## src/rtl/pipe_ctrl_if.sv

```systemverilog
// Pipeline-control bus: decode/execute/memory hazard inputs, branch/halt controls.
// Latency: n/a (wire bundle); the slave side adds its own timing.
// Backpressure: none carried here; stall/halt/bubble/flush are the pipeline's hold controls.
// Ports: slave = pipe_ctrl (hazard inputs in, control outputs out); master = driver of the pipeline side.
interface pipe_ctrl_if #(
  parameter int N_param = 32
);
  logic               dec_valid_i;
  logic [4:0]         dec_rs1_i;
  logic [4:0]         dec_rs2_i;
  logic               dec_use_rs1_i;
  logic               dec_use_rs2_i;
  logic               dec_halt_i;
  logic               ex_valid_i;
  logic [4:0]         ex_rd_i;
  logic               ex_we_i;
  logic               ex_load_i;
  logic               mem_valid_i;
  logic [4:0]         mem_rd_i;
  logic               mem_we_i;
  logic               br_taken_i;
  logic [N_param-1:0] br_target_i;
  logic               resume_i;
  logic               halt_o;
  logic               stall_o;
  logic               bubble_o;
  logic               flush_o;
  logic               isTakenBranch_o;
  logic [N_param-1:0] targetPC_o;
  logic [1:0]         fwd1_sel_o;
  logic [1:0]         fwd2_sel_o;
  logic               halted_o;
  logic [15:0]        stall_cnt_o;

  modport slave (
    input  dec_valid_i, dec_rs1_i, dec_rs2_i, dec_use_rs1_i, dec_use_rs2_i, dec_halt_i,
    input  ex_valid_i, ex_rd_i, ex_we_i, ex_load_i,
    input  mem_valid_i, mem_rd_i, mem_we_i,
    input  br_taken_i, br_target_i, resume_i,
    output halt_o, stall_o, bubble_o, flush_o, isTakenBranch_o, targetPC_o,
    output fwd1_sel_o, fwd2_sel_o, halted_o, stall_cnt_o
  );

  modport master (
    output dec_valid_i, dec_rs1_i, dec_rs2_i, dec_use_rs1_i, dec_use_rs2_i, dec_halt_i,
    output ex_valid_i, ex_rd_i, ex_we_i, ex_load_i,
    output mem_valid_i, mem_rd_i, mem_we_i,
    output br_taken_i, br_target_i, resume_i,
    input  halt_o, stall_o, bubble_o, flush_o, isTakenBranch_o, targetPC_o,
    input  fwd1_sel_o, fwd2_sel_o, halted_o, stall_cnt_o
  );
endinterface

```

## src/rtl/pipe_ctrl.sv

```systemverilog
// Pipeline control: load-use stall, forwarding selects, branch flush, ecall/ebreak drain+halt.
// Latency: stall/bubble/fwd combinational; branch redirect and flush start one cycle after br_taken_i.
// Backpressure: stall_o/halt_o hold fetch+decode, bubble_o squashes execute, flush_o clears both.
// Ports: clk, reset (async active-low), bus (pipe_ctrl_if.slave): hazard inputs in, pipeline controls out.
module pipe_ctrl #(
  parameter int N_param      = 32,
  parameter int FLUSH_CYCLES = 2,
  parameter int DRAIN_CYCLES = 3
) (
  input  logic       clk,
  input  logic       reset,
  pipe_ctrl_if.slave bus
);
  typedef enum logic [1:0] {RUN = 2'd0, FLUSH = 2'd1, DRAIN = 2'd2, HALTED = 2'd3} state_t;

  localparam int CNT_W = 8;
  localparam logic [CNT_W-1:0] FLUSH_LAST = CNT_W'(FLUSH_CYCLES - 1);
  localparam logic [CNT_W-1:0] DRAIN_LAST = CNT_W'(DRAIN_CYCLES - 1);

  state_t             state_q, state_d;
  logic [CNT_W-1:0]   seq_cnt_q, seq_cnt_d;   // cycles left in FLUSH or DRAIN, minus one
  logic               taken_q;
  logic [N_param-1:0] target_q;
  logic [15:0]        stall_cnt_q;

  logic ex_hit1, ex_hit2, mem_hit1, mem_hit2, luse;
  logic br_accept, run_free, stall_hit, halt_req;
  logic halt_c, stall_c, bubble_c, flush_c, halted_c;
  logic [1:0] fwd1_c, fwd2_c;

  assign ex_hit1  = bus.ex_valid_i & bus.ex_we_i & (bus.ex_rd_i != 5'd0)
                  & bus.dec_use_rs1_i & (bus.dec_rs1_i == bus.ex_rd_i);
  assign ex_hit2  = bus.ex_valid_i & bus.ex_we_i & (bus.ex_rd_i != 5'd0)
                  & bus.dec_use_rs2_i & (bus.dec_rs2_i == bus.ex_rd_i);
  assign mem_hit1 = bus.mem_valid_i & bus.mem_we_i & (bus.mem_rd_i != 5'd0)
                  & bus.dec_use_rs1_i & (bus.dec_rs1_i == bus.mem_rd_i);
  assign mem_hit2 = bus.mem_valid_i & bus.mem_we_i & (bus.mem_rd_i != 5'd0)
                  & bus.dec_use_rs2_i & (bus.dec_rs2_i == bus.mem_rd_i);

  assign luse = bus.dec_valid_i & bus.ex_load_i & (ex_hit1 | ex_hit2);

  // Branches are only architectural in RUN and DRAIN; in FLUSH they are wrong-path.
  assign br_accept = bus.br_taken_i & ((state_q == RUN) | (state_q == DRAIN));
  assign run_free  = (state_q == RUN) & ~bus.br_taken_i;
  assign stall_hit = run_free & luse;
  // A stalled ecall stays in decode and is re-presented, so halt entry waits for the stall to clear.
  assign halt_req  = run_free & ~luse & bus.dec_valid_i & bus.dec_halt_i;

  // State register
  always_ff @(posedge clk or negedge reset) begin
    if (!reset) begin
      state_q   <= RUN;
      seq_cnt_q <= '0;
    end else begin
      state_q   <= state_d;
      seq_cnt_q <= seq_cnt_d;
    end
  end

  // Next-state logic
  always_comb begin
    state_d   = state_q;
    seq_cnt_d = seq_cnt_q;
    case (state_q)
      RUN: begin
        if (bus.br_taken_i) begin
          state_d   = FLUSH;
          seq_cnt_d = FLUSH_LAST;
        end else if (halt_req) begin
          state_d   = DRAIN;
          seq_cnt_d = DRAIN_LAST;
        end
      end
      FLUSH: begin
        if (seq_cnt_q == '0) state_d = RUN;
        else                 seq_cnt_d = seq_cnt_q - 1'b1;
      end
      DRAIN: begin
        if (bus.br_taken_i) begin
          state_d   = FLUSH;
          seq_cnt_d = FLUSH_LAST;
        end else if (seq_cnt_q == '0) begin
          state_d = HALTED;
        end else begin
          seq_cnt_d = seq_cnt_q - 1'b1;
        end
      end
      HALTED: begin
        if (bus.resume_i) state_d = RUN;
      end
      default: state_d = RUN;
    endcase
  end

  // Output logic; every combinational output is forced low while reset is held.
  always_comb begin
    halt_c   = 1'b0;
    stall_c  = 1'b0;
    bubble_c = 1'b0;
    flush_c  = 1'b0;
    halted_c = 1'b0;
    fwd1_c   = 2'b00;
    fwd2_c   = 2'b00;
    if (reset) begin
      // A load's data is not ready in execute, so it can only forward from memory.
      if (ex_hit1 & ~bus.ex_load_i) fwd1_c = 2'b01;
      else if (mem_hit1)            fwd1_c = 2'b10;
      if (ex_hit2 & ~bus.ex_load_i) fwd2_c = 2'b01;
      else if (mem_hit2)            fwd2_c = 2'b10;
      case (state_q)
        RUN: begin
          stall_c  = stall_hit;
          halt_c   = stall_hit;
          bubble_c = stall_hit;
        end
        FLUSH: flush_c = 1'b1;
        DRAIN: begin
          halt_c   = 1'b1;
          bubble_c = 1'b1;
        end
        HALTED: begin
          halt_c   = 1'b1;
          bubble_c = 1'b1;
          halted_c = 1'b1;
        end
        default: ;
      endcase
    end
  end

  // Redirect pulse, held target and saturating stall counter
  always_ff @(posedge clk or negedge reset) begin
    if (!reset) begin
      taken_q     <= 1'b0;
      target_q    <= '0;
      stall_cnt_q <= '0;
    end else begin
      taken_q <= br_accept;
      if (br_accept) target_q <= bus.br_target_i;
      if (stall_hit && (stall_cnt_q != 16'hFFFF)) stall_cnt_q <= stall_cnt_q + 16'd1;
    end
  end

  assign bus.halt_o          = halt_c;
  assign bus.stall_o         = stall_c;
  assign bus.bubble_o        = bubble_c;
  assign bus.flush_o         = flush_c;
  assign bus.halted_o        = halted_c;
  assign bus.fwd1_sel_o      = fwd1_c;
  assign bus.fwd2_sel_o      = fwd2_c;
  assign bus.isTakenBranch_o = taken_q;
  assign bus.targetPC_o      = target_q;
  assign bus.stall_cnt_o     = stall_cnt_q;
endmodule

```

## src/flat_wrapper.sv

```systemverilog
// flat-port wrapper written by rule: the top's interface ports become plain ports
module pipe_ctrl_flat 
#(
  parameter int N_param      = 32,
  parameter int FLUSH_CYCLES = 2,
  parameter int DRAIN_CYCLES = 3
)
  (clk, reset, bus_dec_valid_i, bus_dec_rs1_i, bus_dec_rs2_i, bus_dec_use_rs1_i, bus_dec_use_rs2_i, bus_dec_halt_i, bus_ex_valid_i, bus_ex_rd_i, bus_ex_we_i, bus_ex_load_i, bus_mem_valid_i, bus_mem_rd_i, bus_mem_we_i, bus_br_taken_i, bus_br_target_i, bus_resume_i, bus_halt_o, bus_stall_o, bus_bubble_o, bus_flush_o, bus_isTakenBranch_o, bus_targetPC_o, bus_fwd1_sel_o, bus_fwd2_sel_o, bus_halted_o, bus_stall_cnt_o);
  pipe_ctrl_if #(.N_param(N_param)) bus_i ();
  input  logic clk;
  input  logic reset;
  input wire logic [$bits(bus_i.dec_valid_i)-1:0] bus_dec_valid_i;
  input wire logic [$bits(bus_i.dec_rs1_i)-1:0] bus_dec_rs1_i;
  input wire logic [$bits(bus_i.dec_rs2_i)-1:0] bus_dec_rs2_i;
  input wire logic [$bits(bus_i.dec_use_rs1_i)-1:0] bus_dec_use_rs1_i;
  input wire logic [$bits(bus_i.dec_use_rs2_i)-1:0] bus_dec_use_rs2_i;
  input wire logic [$bits(bus_i.dec_halt_i)-1:0] bus_dec_halt_i;
  input wire logic [$bits(bus_i.ex_valid_i)-1:0] bus_ex_valid_i;
  input wire logic [$bits(bus_i.ex_rd_i)-1:0] bus_ex_rd_i;
  input wire logic [$bits(bus_i.ex_we_i)-1:0] bus_ex_we_i;
  input wire logic [$bits(bus_i.ex_load_i)-1:0] bus_ex_load_i;
  input wire logic [$bits(bus_i.mem_valid_i)-1:0] bus_mem_valid_i;
  input wire logic [$bits(bus_i.mem_rd_i)-1:0] bus_mem_rd_i;
  input wire logic [$bits(bus_i.mem_we_i)-1:0] bus_mem_we_i;
  input wire logic [$bits(bus_i.br_taken_i)-1:0] bus_br_taken_i;
  input wire logic [$bits(bus_i.br_target_i)-1:0] bus_br_target_i;
  input wire logic [$bits(bus_i.resume_i)-1:0] bus_resume_i;
  output wire logic [$bits(bus_i.halt_o)-1:0] bus_halt_o;
  output wire logic [$bits(bus_i.stall_o)-1:0] bus_stall_o;
  output wire logic [$bits(bus_i.bubble_o)-1:0] bus_bubble_o;
  output wire logic [$bits(bus_i.flush_o)-1:0] bus_flush_o;
  output wire logic [$bits(bus_i.isTakenBranch_o)-1:0] bus_isTakenBranch_o;
  output wire logic [$bits(bus_i.targetPC_o)-1:0] bus_targetPC_o;
  output wire logic [$bits(bus_i.fwd1_sel_o)-1:0] bus_fwd1_sel_o;
  output wire logic [$bits(bus_i.fwd2_sel_o)-1:0] bus_fwd2_sel_o;
  output wire logic [$bits(bus_i.halted_o)-1:0] bus_halted_o;
  output wire logic [$bits(bus_i.stall_cnt_o)-1:0] bus_stall_cnt_o;
  assign bus_i.dec_valid_i = bus_dec_valid_i;
  assign bus_i.dec_rs1_i = bus_dec_rs1_i;
  assign bus_i.dec_rs2_i = bus_dec_rs2_i;
  assign bus_i.dec_use_rs1_i = bus_dec_use_rs1_i;
  assign bus_i.dec_use_rs2_i = bus_dec_use_rs2_i;
  assign bus_i.dec_halt_i = bus_dec_halt_i;
  assign bus_i.ex_valid_i = bus_ex_valid_i;
  assign bus_i.ex_rd_i = bus_ex_rd_i;
  assign bus_i.ex_we_i = bus_ex_we_i;
  assign bus_i.ex_load_i = bus_ex_load_i;
  assign bus_i.mem_valid_i = bus_mem_valid_i;
  assign bus_i.mem_rd_i = bus_mem_rd_i;
  assign bus_i.mem_we_i = bus_mem_we_i;
  assign bus_i.br_taken_i = bus_br_taken_i;
  assign bus_i.br_target_i = bus_br_target_i;
  assign bus_i.resume_i = bus_resume_i;
  assign bus_halt_o = bus_i.halt_o;
  assign bus_stall_o = bus_i.stall_o;
  assign bus_bubble_o = bus_i.bubble_o;
  assign bus_flush_o = bus_i.flush_o;
  assign bus_isTakenBranch_o = bus_i.isTakenBranch_o;
  assign bus_targetPC_o = bus_i.targetPC_o;
  assign bus_fwd1_sel_o = bus_i.fwd1_sel_o;
  assign bus_fwd2_sel_o = bus_i.fwd2_sel_o;
  assign bus_halted_o = bus_i.halted_o;
  assign bus_stall_cnt_o = bus_i.stall_cnt_o;
  pipe_ctrl #(.N_param(N_param), .FLUSH_CYCLES(FLUSH_CYCLES), .DRAIN_CYCLES(DRAIN_CYCLES)) u_core (.clk(clk), .reset(reset), .bus(bus_i));
endmodule
```

## config.mk

```make
export PLATFORM = sky130hd
export DESIGN_NAME = pipe_ctrl_flat
export DESIGN_NICKNAME = d
export VERILOG_FILES = /design/src/rtl/pipe_ctrl_if.sv /design/src/rtl/pipe_ctrl.sv /design/src/flat_wrapper.sv
export SDC_FILE = /design/constraint.sdc
export NUM_CORES = 1
export LEC_CHECK = 0
export ABC_CLOCK_PERIOD_IN_PS = 2300
export CORE_MARGIN = 5
export CORE_UTILIZATION = 39
export CTS_CLUSTER_DIAMETER = 120
export DETAILED_ROUTE_END_ITERATION = 10
export GPL_ROUTABILITY_DRIVEN = 0
export PLACE_DENSITY = 0.76
export SKIP_LAST_GASP = 1
export SYNTH_ARGS = -nofsm -noshare
export SYNTH_HDL_FRONTEND = slang
export SYNTH_SLANG_ARGS = --single-unit
```

## constraint.sdc

```tcl
create_clock -name clk -period 2.3 [get_ports clk]
set_clock_uncertainty 0.1 [all_clocks]
set_input_delay 0.46 -clock clk [delete_from_list [all_inputs] [get_ports clk]]
set_output_delay 0.46 -clock clk [all_outputs]
set_load 0.01 [all_outputs]
```

Word-level counts from Yosys, hierarchy flattened

Index checks and enable logic that the tools add are counted.

Output and inout bits: 58
Register bits after elaboration: 59
Bits of input ports: 65

Add/sub/neg operators: 2
Reduce and logical (&&, ||, !) cells: 9
Mux-type cells: 26
Equality and inequality tests: 12
Bitwise gates (word level): 27

Operators with widths:

| operator                                              | number |
|---|---|
| 2-to-1 mux 8 bit                                      | 4 |
| 2-to-1 mux 2 bit                                      | 12 |
| one-hot mux 8 bit (3 select lines)                    | 1 |
| bitwise AND 1 bit                                     | 22 |
| == test 5 bit                                         | 4 |
| adder 16 x 1 -> 16 bit, second input constant         | 1 |
| inequality test 16 bit, second input constant         | 1 |
| nonzero test 5 bit                                    | 2 |
| zero test 8 bit                                       | 1 |
| one-hot mux 2 bit (4 select lines)                    | 1 |
| subtractor 8 x 1 -> 8 bit, second input constant      | 1 |
| 2-to-1 mux 1 bit                                      | 7 |
| == test 2 bit, second input constant                  | 2 |
| AND reduction 4 bit                                   | 1 |
| inequality test 3 x 2 -> 1 bit, second input constant | 1 |
| inequality test 3 bit, second input constant          | 1 |
| NOT 1 bit                                             | 3 |
| nonzero test 3 bit                                    | 1 |
| == test 2 x 1 -> 1 bit, second input constant         | 1 |
| zero test 2 bit                                       | 1 |
| inequality test 2 x 1 -> 1 bit, second input constant | 1 |
| inequality test 2 bit, second input constant          | 1 |
| OR 1 bit                                              | 2 |
| one-hot mux 1 bit (2 select lines)                    | 1 |
| other kinds (3)                                       | 3 |

Longest topological paths before layout

Gate-level depths: netlist (run 1).

Depth in word-level cells: 13
Gate-level depth with buffers: 8

Worst setup path after synthesis (run 1)

No wires, ideal clock.

Path type: in2out
Start point: input port bus_ex_rd_i[1]
End point: output port bus_halt_o
Required time: 1.740 ns
Cell stages on the path: 6
Arrival: 1.940 ns
Setup slack: -0.200 ns
Cells stage by stage: or3_1 > o311a_1 > and4_4 > a21boi_4 > o311a_1 > buf_4

Longest elaborated chain between the ends: 9
Elaborated cells between the ends (all ways): 13
Classes of those cells: eq/ne (2); mux (2); bitwise (8); reduce/logical (1)

RTL lines:

| element                                           | line                             | RTL |
|---|---|---|
| from (decl)                                       | flat_wrapper.sv:19               | `input wire logic [$bits(bus_i.ex_rd_i)-1:0] bus_ex_rd_i;` |
| nonzero test 5 bit                                | pipe_ctrl.sv:31, pipe_ctrl.sv:33 |  |
| bitwise AND 1 bit                                 | pipe_ctrl.sv:31, pipe_ctrl.sv:33 |  |
| bitwise AND 1 bit (on tied branches) (2 in a row) | pipe_ctrl.sv:32, pipe_ctrl.sv:34 |  |
| OR 1 bit (*)                                      | pipe_ctrl.sv:40                  | `assign luse = bus.dec_valid_i & bus.ex_load_i & (ex_hit1 \| ex_hit2);` |
| bitwise AND 1 bit (*)                             | pipe_ctrl.sv:40                  |  |
| bitwise AND 1 bit (*)                             | pipe_ctrl.sv:45                  | `assign stall_hit = run_free & luse;` |
| one-hot mux 1 bit (2 select lines) (*)            | --                               |  |
| 2-to-1 mux 1 bit (*)                              | --                               |  |
| to (decl)                                         | flat_wrapper.sv:28               | `output wire logic [$bits(bus_i.halt_o)-1:0] bus_halt_o;` |

Every way passes the cells marked *; elsewhere a longest branch is shown, timed or not.

Worst setup path after layout (run 1)

Start point: input port bus_ex_rd_i[1]
End point: output port bus_bubble_o

Longest elaborated chain between the ends: 9
Elaborated cells between the ends (all ways): 13
Classes of those cells: eq/ne (2); mux (2); bitwise (8); reduce/logical (1)

RTL lines:

| element                                           | line                             | RTL |
|---|---|---|
| nonzero test 5 bit                                | pipe_ctrl.sv:31, pipe_ctrl.sv:33 |  |
| bitwise AND 1 bit                                 | pipe_ctrl.sv:31, pipe_ctrl.sv:33 |  |
| bitwise AND 1 bit (on tied branches) (2 in a row) | pipe_ctrl.sv:32, pipe_ctrl.sv:34 |  |
| OR 1 bit (*)                                      | pipe_ctrl.sv:40                  |  |
| bitwise AND 1 bit (*)                             | pipe_ctrl.sv:40                  |  |
| bitwise AND 1 bit (*)                             | pipe_ctrl.sv:45                  |  |
| one-hot mux 1 bit (2 select lines) (*)            | pipe_ctrl.sv:110                 | `case (state_q)` |
| 2-to-1 mux 1 bit (*)                              | pipe_ctrl.sv:104                 | `if (reset) begin` |
| to (decl)                                         | flat_wrapper.sv:30               | `output wire logic [$bits(bus_i.bubble_o)-1:0] bus_bubble_o;` |

Marks and branches as above.

==> results.py, run 1 <==
metrics = {
    "routing": {
        "wl_met3_um": 762,
        "wl_um": 8442,
        "final_antenna_net_count": 0,
        "highest_layer": "met4",
        "num_vias": 2773,
        "dr.pass1.iters": 4,
        "wirelength_met1_um": 3525,
        "wl_per_cell_um": 15.21,
        "vias_per_cell": 4.996,
        "dr_wl_met2_um": 3937,
        "drt_iter0_markers": 91,
        "drc": 0,
    },
    "critical_path": {
        "worstPathArrival_ns": 1.97,
        "critPathMaxFanout": 2,
        "path_buf_inv": 2,
        "critPathLaunchType": "input pin",
        "cp_top_family": "compound AO/OA/AOI/OAI gates",
        "cp_slowest_cell": "or3_4",
        "crit_path_end_kind": "output port",
        "path_cells": "buf_6 -> or3_4 -> o311a_1 -> and4_4 -> a21boi_4 -> o311a_1 -> buf_2",
        "crit_top_cell": "o311a_1",
        "crit_type": "input pin to output port",
        "required_ns": 1.74,
        "worst_path_largest_cell_delay_ns": 0.37,
    },
    "place": {
        "port_buffers": 122,
        "dp_hpwl_um": 6231,
        "dpl_worst_slack_ns": -0.9943,
    },
    "power": {
        "ir_drop_uv": 482.4,
        "switchingPower_mw": 1.524,
        "p_clk_share_pct": 17.7,
        "swShare_pct": 33.57,
        "powerDensity_nw_per_um2": 907.9,
        "internal-power_mw": 3.015,
        "leakage_nw": 2.305,
        "fin_total_pwr_mw": 4.539,
        "p_seq_share_pct": 34.2,
        "power_frac_comb_pct": 48.1,
    },
    "yosys": {
        "synth_area_um2": 3073,
        "yosysWarnings": 0,
        "yosys_register_bits": 59,
        "synth_cell_types": 38,
        "syn-instance-count": 274,
        "synth_enable_flop_cells": 0,
        "syn_avg_cell_area_um2": 11.22,
        "synth_seq_area_share_pct": 48.05,
        "synthArstFlopShare_pct": 100.0,
        "syn-num-nets": 348,
        "ys.flop_type": "dfrtp_1",
    },
    "sta": {
        "fmax_mhz": 395.5,
        "slew_violations": 0,
        "rsz0062_at_grt": "yes",
        "finalSetupViolations": 4,
        "tightest_slew_ns": 0.6932,
        "timing.slew.headroom_pct": 53.79,
        "hold_viol": 0,
        "period_share_pct": 109.9,
        "fin_crit_ns": 2.529,
        "setup_ws_ns": -0.2287,
    },
    "layout": {
        "n_antenna_cell": 0,
        "multi_input_area_um2": 1657,
        "drive_gt1_share_pct": 30.02,
        "postLayoutCoreUtil_pct": 65.04,
        "area_growth_pct": 62.70,
        "final-seq-area_um2": 1476,
        "n_fill_cell": 612,
        "nNetsFinal": 522,
    },
    "grt": {
        "grt_pass1_wl_um": 13480,
        "grt_pass1_vias": 2879,
        "antenna_found_initial": 0,
        "grt_use_total_pct": 17.12,
        "grt_max_degree": 56,
        "grt_overflow": 0,
    },
    "clock_network": {
        "clk_latency_ns": 0.33,
        "cts_tree": "done",
        "clkSlewWorstSetupHoldPaths_ns": 0.07,
        "clock_sinks": 59,
        "root_buffer": "clkbuf_8",
        "htreeDepth": 3,
        "cts_buffers": 9,
        "clk_path_buf_depth": 2,
    },
    "die": {
        "die-area_um2": 9755,
        "coreArea_um2": 7687,
        "start_util_pct": 39.97,
        "die_x_um": 98.77,
        "rows": 32,
        "die_y_um": 98.77,
        "ios": 123,
    },
    "outcome": {
        "violations": "negative setup slack",
        "outcome": "finished, violations left",
    },
    "flow_run": {
        "drv_cap": 0,
    },
    "min_path": {
        "hold_class": "input pin to async pin",
    },
}
-- stage by stage --
| step | area, um^2 | hold slack [ns] | cells | setup TNS [ns] |
|---|---|---|---|---|
| after floorplan | 3073 | 0.06441 | 274 | -0.2857 |
| after global placement | 4682 | 0.3395 | 529 | -17.10 |
| after detailed placement | 4682 | 0.3409 | 529 | -18.23 |
| after CTS | 4882 | 0.3899 | 551 | -1.344 |
| after global routing | 5000 | 0.4171 | 555 | -1.041 |
| final | 5000 | 0.3868 | 555 | -0.7137 |
-- state kept, by name (all words and copies together), names as in the netlist --
signal	flops
u_core.bus.targetPC_o	32
u_core.bus.isTakenBranch_o	1
u_core.seq_cnt_q	8
u_core.state_q	2
u_core.bus.stall_cnt_o	16
-- path summary, 6_finish.rpt --
check	slack, ns	from	depth (start not counted)	endpoint
min	0.39	reset	3	u_core.seq_cnt_q[2]
max in group asynchronous	1.25	reset	3	u_core.bus.targetPC_o[12]
max	-0.23	bus_ex_rd_i[1]	7	bus_bubble_o
min reg2reg	0.40	u_core.bus.stall_cnt_o[8]	1	u_core.bus.stall_cnt_o[8]
max reg2reg	0.19	u_core.state_q[0]	9	u_core.state_q[1]
min in group clk	0.40	u_core.bus.stall_cnt_o[8]	1	u_core.bus.stall_cnt_o[8]
-- kinds of logic after synthesis --
family	synth area share, %
adder cells (fa/ha/maj)	3.665
AO/OA/AOI/OAI	7.859
AND/OR/NAND/NOR	15.11
buffers and inverters	2.117
multiplexers	13.23
XOR/XNOR	9.976
flip-flops	48.05
-- per-layer routing --
| metal | up-vias | global-route usage, % |
|---|---|---|
| met5 | - | 0 |
| met2 | 134 | 27.53 |
| met1 | 1299 | 20.78 |
| li1 | 1320 | - |
| met4 | 0 | 7.878 |
| met3 | 20 | 5.662 |
-- what timing repair did --
item / CTS / global route
setup endpoints to repair: 31 / 19
buffers inserted: 6 / 5
gates resized for setup: 65 / 36
pin swaps: 18 / 17
hold buffers: 1 / 0
hold endpoints to repair: 4 / 0
-- worst register-to-register path, cell delays in order (launching register included) --
cell and delay (ns):
dfrtp_1 0.35, inv_1 0.06, ha_1 0.19, nor2b_1 0.14
and4_4 0.19, a21boi_4 0.14, buf_6 0.12, buf_6 0.15
a2111oi_4 0.24, mux2_4 0.33
-- cells in the final DEF (no fill, tap or decap), drive strengths merged, types with 3 or more instances in the layout --
| cell | n |
|---|---|
| and3 | 6 |
| xnor2 | 8 |
| dfrtp | 59 |
| xor2 | 27 |
| and2 | 3 |
| ha | 9 |
| nand3 | 11 |
| a21oi | 4 |
| clkinv | 4 |
| nor2b | 8 |
| mux2 | 34 |
| nor4 | 5 |
| dlygate4sd2 | 8 |
| nand4 | 5 |
| nor3 | 7 |
| buf | 59 |
| inv | 8 |
| nor2 | 15 |
| a21boi | 3 |
| o21ai | 19 |
| clkdlybuf4s50 | 94 |
| clkbuf | 14 |
| and4 | 5 |
| nand2 | 12 |
-- cell usage after synthesis, drive strengths merged, types with 2 or more instances --
| cell type | instances | area [um^2] |
|---|---|---|
| o21ai | 19 | 95.09 |
| xor2 | 27 | 236.5 |
| nor3 | 7 | 35.03 |
| o31ai | 2 | 15.01 |
| inv | 8 | 30.03 |
| a21oi | 4 | 20.02 |
| nand2 | 12 | 45.04 |
| nor3b | 2 | 15.01 |
| nor4 | 5 | 31.28 |
| dfrtp | 59 | 1476 |
| and3 | 6 | 37.54 |
| or3 | 2 | 12.51 |
| a21boi | 3 | 33.78 |
| nor2 | 15 | 56.30 |
| xnor2 | 8 | 70.07 |
| nand4b | 2 | 17.52 |
| and4 | 5 | 46.29 |
| nand3 | 11 | 55.05 |
| buf | 3 | 20.01 |
| clkbuf | 4 | 15.01 |
| and2 | 3 | 18.77 |
| mux2i | 2 | 20.02 |
| nor2b | 8 | 50.05 |
| o311a | 2 | 20.02 |
| ha | 9 | 112.6 |
| mux2 | 34 | 386.6 |
| nand4 | 5 | 31.28 |
-- area by class of cell --
cell class | count | share of cell area (%)
clock buffer | 10 | 2.553
clock inverter | 6 | 0.8509
inverter | 8 | 0.6006
multi-input combinational | 200 | 33.13
sequential | 59 | 29.53
tap | 102 | 2.553
timing repair buffer | 170 | 30.78
-- power by group through the flow --
stage | logic [mW] | clock network [mW] | registers (mW)
2_1_floorplan | 0.971 | 0 | 1.68
3_3_place_gp | 2.14 | 0 | 1.55
3_5_place_dp | 2.20 | 0 | 1.57
4_1_cts | 2.19 | 0.838 | 1.55
5_1_grt | 2.38 | 0.882 | 1.60
6_report | 2.19 | 0.803 | 1.55
No activity file was read; power rests on OpenSTA's default activity.
==> run 2, diff against run 1 <==
ABC_CLOCK_PERIOD_IN_PS = 3300   (was 2300)
CORE_UTILIZATION = 46   (was 39)
PLACE_DENSITY = 0.84   (was 0.76)
clock period = 3.3 ns   (was 2.3 ns; I/O delays follow)
==> results.py, run 2 (synthesis gave the netlist of run 1 again) <==
metrics = {
    "power": {
        "fin_total_pwr_mw": 3.227,
        "switchingPower_mw": 1.068,
        "leakage_nw": 2.124,
        "swShare_pct": 33.10,
        "power_frac_comb_pct": 43.7,
        "p_seq_share_pct": 34.2,
        "powerDensity_nw_per_um2": 688.7,
        "ir_drop_uv": 390.1,
        "p_clk_share_pct": 22.1,
        "internal-power_mw": 2.159,
    },
    "critical_path": {
        "r2r_cells": 7,
        "worst_path_largest_cell_delay_ns": 0.38,
        "worstPathArrival_ns": 2.43,
        "crit_top_cell": "o311a_1",
        "path_cells": "dlygate4sd2_1 -> or3_1 -> o311a_1 -> and4_4 -> a21boi_4 -> o311a_1 -> buf_2",
        "reg2reg_to": "u_core.seq_cnt_q[7]",
        "r2r_start": "u_core.state_q[0]",
        "critPathMaxFanout": 3,
        "ff2ff_setup_slack_ns": 0.97,
        "crit_path_end_kind": "output port",
        "cp_top_family": "compound AO/OA/AOI/OAI gates",
        "cp_slowest_cell": "or3_1",
        "critPathLaunchType": "input pin",
        "path_buf_inv": 2,
        "crit_type": "input pin to output port",
        "required_ns": 2.54,
    },
    "flow_run": {
        "drv_cap": 0,
    },
    "place": {
        "dp_cells": 481,
        "port_buffers": 122,
        "dp_hpwl_um": 6668,
        "dpl_worst_slack_ns": -0.3974,
    },
    "min_path": {
        "hold_class": "input pin to async pin",
    },
    "layout": {
        "n_antenna_cell": 0,
        "area_growth_pct": 52.48,
        "nNetsFinal": 489,
        "largest_register_ff_count": 32,
        "drive_gt1_share_pct": 17.86,
        "layout_commonest_cell": "clkdlybuf4s50_1",
        "final_cells": 497,
        "final_cell_mix": "clkdlybuf4s50_1, dfrtp_1, mux2_2",
    },
    "routing": {
        "num_vias": 2656,
        "drt_iter0_markers": 117,
        "dr.pass1.iters": 4,
        "drc": 0,
        "vias_per_cell": 5.344,
        "wl_per_cell_um": 17.39,
        "wl_um": 8645,
        "final_antenna_net_count": 0,
    },
    "clock_network": {
        "cts_buffers": 9,
        "cts_tree": "done",
        "root_buffer": "clkbuf_8",
        "clkSlewWorstSetupHoldPaths_ns": 0.07,
        "clk_path_buf_depth": 2,
        "htreeDepth": 3,
        "post-cts-setup-buffer-count": 0,
        "clk_latency_ns": 0.33,
        "clock_sinks": 59,
        "hold_buffers": 0,
    },
    "grt": {
        "grt_overflow": 0,
        "grt_pass1_vias": 2785,
        "antenna_found_initial": 0,
        "grt_use_total_pct": 21.01,
        "grt_pass1_wl_um": 13990,
        "grt_max_degree": 58,
    },
    "sta": {
        "tightest_slew_ns": 0.7085,
        "timing.slew.headroom_pct": 52.76,
        "setup_ws_ns": 0.1078,
        "holdWs_ns": 0.08186,
        "fmax_mhz": 313.3,
        "period_share_pct": 96.73,
        "rsz0062_at_grt": "no",
        "fin_crit_ns": 3.192,
        "slew_violations": 0,
        "finalSetupViolations": 0,
        "hold_viol": 0,
    },
    "die": {
        "ios": 123,
        "die-area_um2": 8415,
        "rows": 29,
        "coreArea_um2": 6422,
        "die_y_um": 91.74,
        "die_x_um": 91.74,
        "start_util_pct": 47.85,
    },
    "outcome": {
        "outcome": "complete, no violations",
    },
}
-- run 2: worst register-to-register path, cell delays in order (launching register included) --
cell and delay [ns]:
dfrtp_1 0.46, inv_1 0.12, ha_1 0.21, nor2b_1 0.14
a21boi_0 0.19, nor2_1 0.50, nand4b_1 0.27, o31ai_1 0.25
-- run 2: metal layers --
metal,GRT usage [%],vias up,part of all wire [%]
li1,-,1262,-
met1,26.17,1261,44
met2,34.69,128,46
met3,7.119,5,8.7
met4,6.312,0,0.64
met5,0,-,0
-- run 2: cell type report --
| class | instances | area (um^2) |
|---|---|---|
| inverters | 8 | 30.03 |
| multi-input cells | 200 | 1546 |
| repair buffers | 137 | 1321 |
| fillers | 473 | 1737 |
| clock inverters | 7 | 91.34 |
| flip-flops and latches | 59 | 1476 |
| well taps | 77 | 96.34 |
| clock buffers | 9 | 123.9 |
-- run 2: worst max path at each step --
stage	start	end	slack, ns	cells after the start
after floorplan	bus_ex_rd_i[1]	bus_halt_o	0.40	6
after global placement	bus_ex_rd_i[0]	bus_halt_o	-0.37	7
after detailed placement	bus_ex_rd_i[0]	bus_bubble_o	-0.40	7
after CTS	bus_ex_rd_i[1]	bus_bubble_o	-0.08	7
after global routing	bus_dec_rs1_i[3]	bus_stall_o	0.03	7
final	bus_ex_rd_i[3]	bus_halt_o	0.11	7
-- run 2: what timing repair did --
item,CTS,global route
endpoints found under the setup margin,7,5
pin swaps,2,4
resized for setup,14,4
-- run 2: through the flow --
| stage | utilization (%) | area, um^2 | TNS, ns |
|---|---|---|---|
| after floorplan | - | 3073 | 0 |
| after global placement | 69.53 | 4466 | -1.438 |
| after detailed placement | 69.53 | 4466 | -1.567 |
| after CTS | 72.92 | 4683 | -0.08230 |
| after global routing | 72.96 | 4686 | 0 |
| final | 72.96 | 4686 | 0 |
-- run 2: power by group through the flow --
| stage | Clock [mW] | Sequential (mW) | Combinational, mW |
|---|---|---|---|
| final | 0.713 | 1.10 | 1.41 |
| after floorplan | 0 | 1.17 | 0.677 |
| after global placement | 0 | 1.09 | 1.37 |
| after global routing | 0.765 | 1.13 | 1.54 |
| after CTS | 0.729 | 1.11 | 1.42 |
| after detailed placement | 0 | 1.12 | 1.42 |
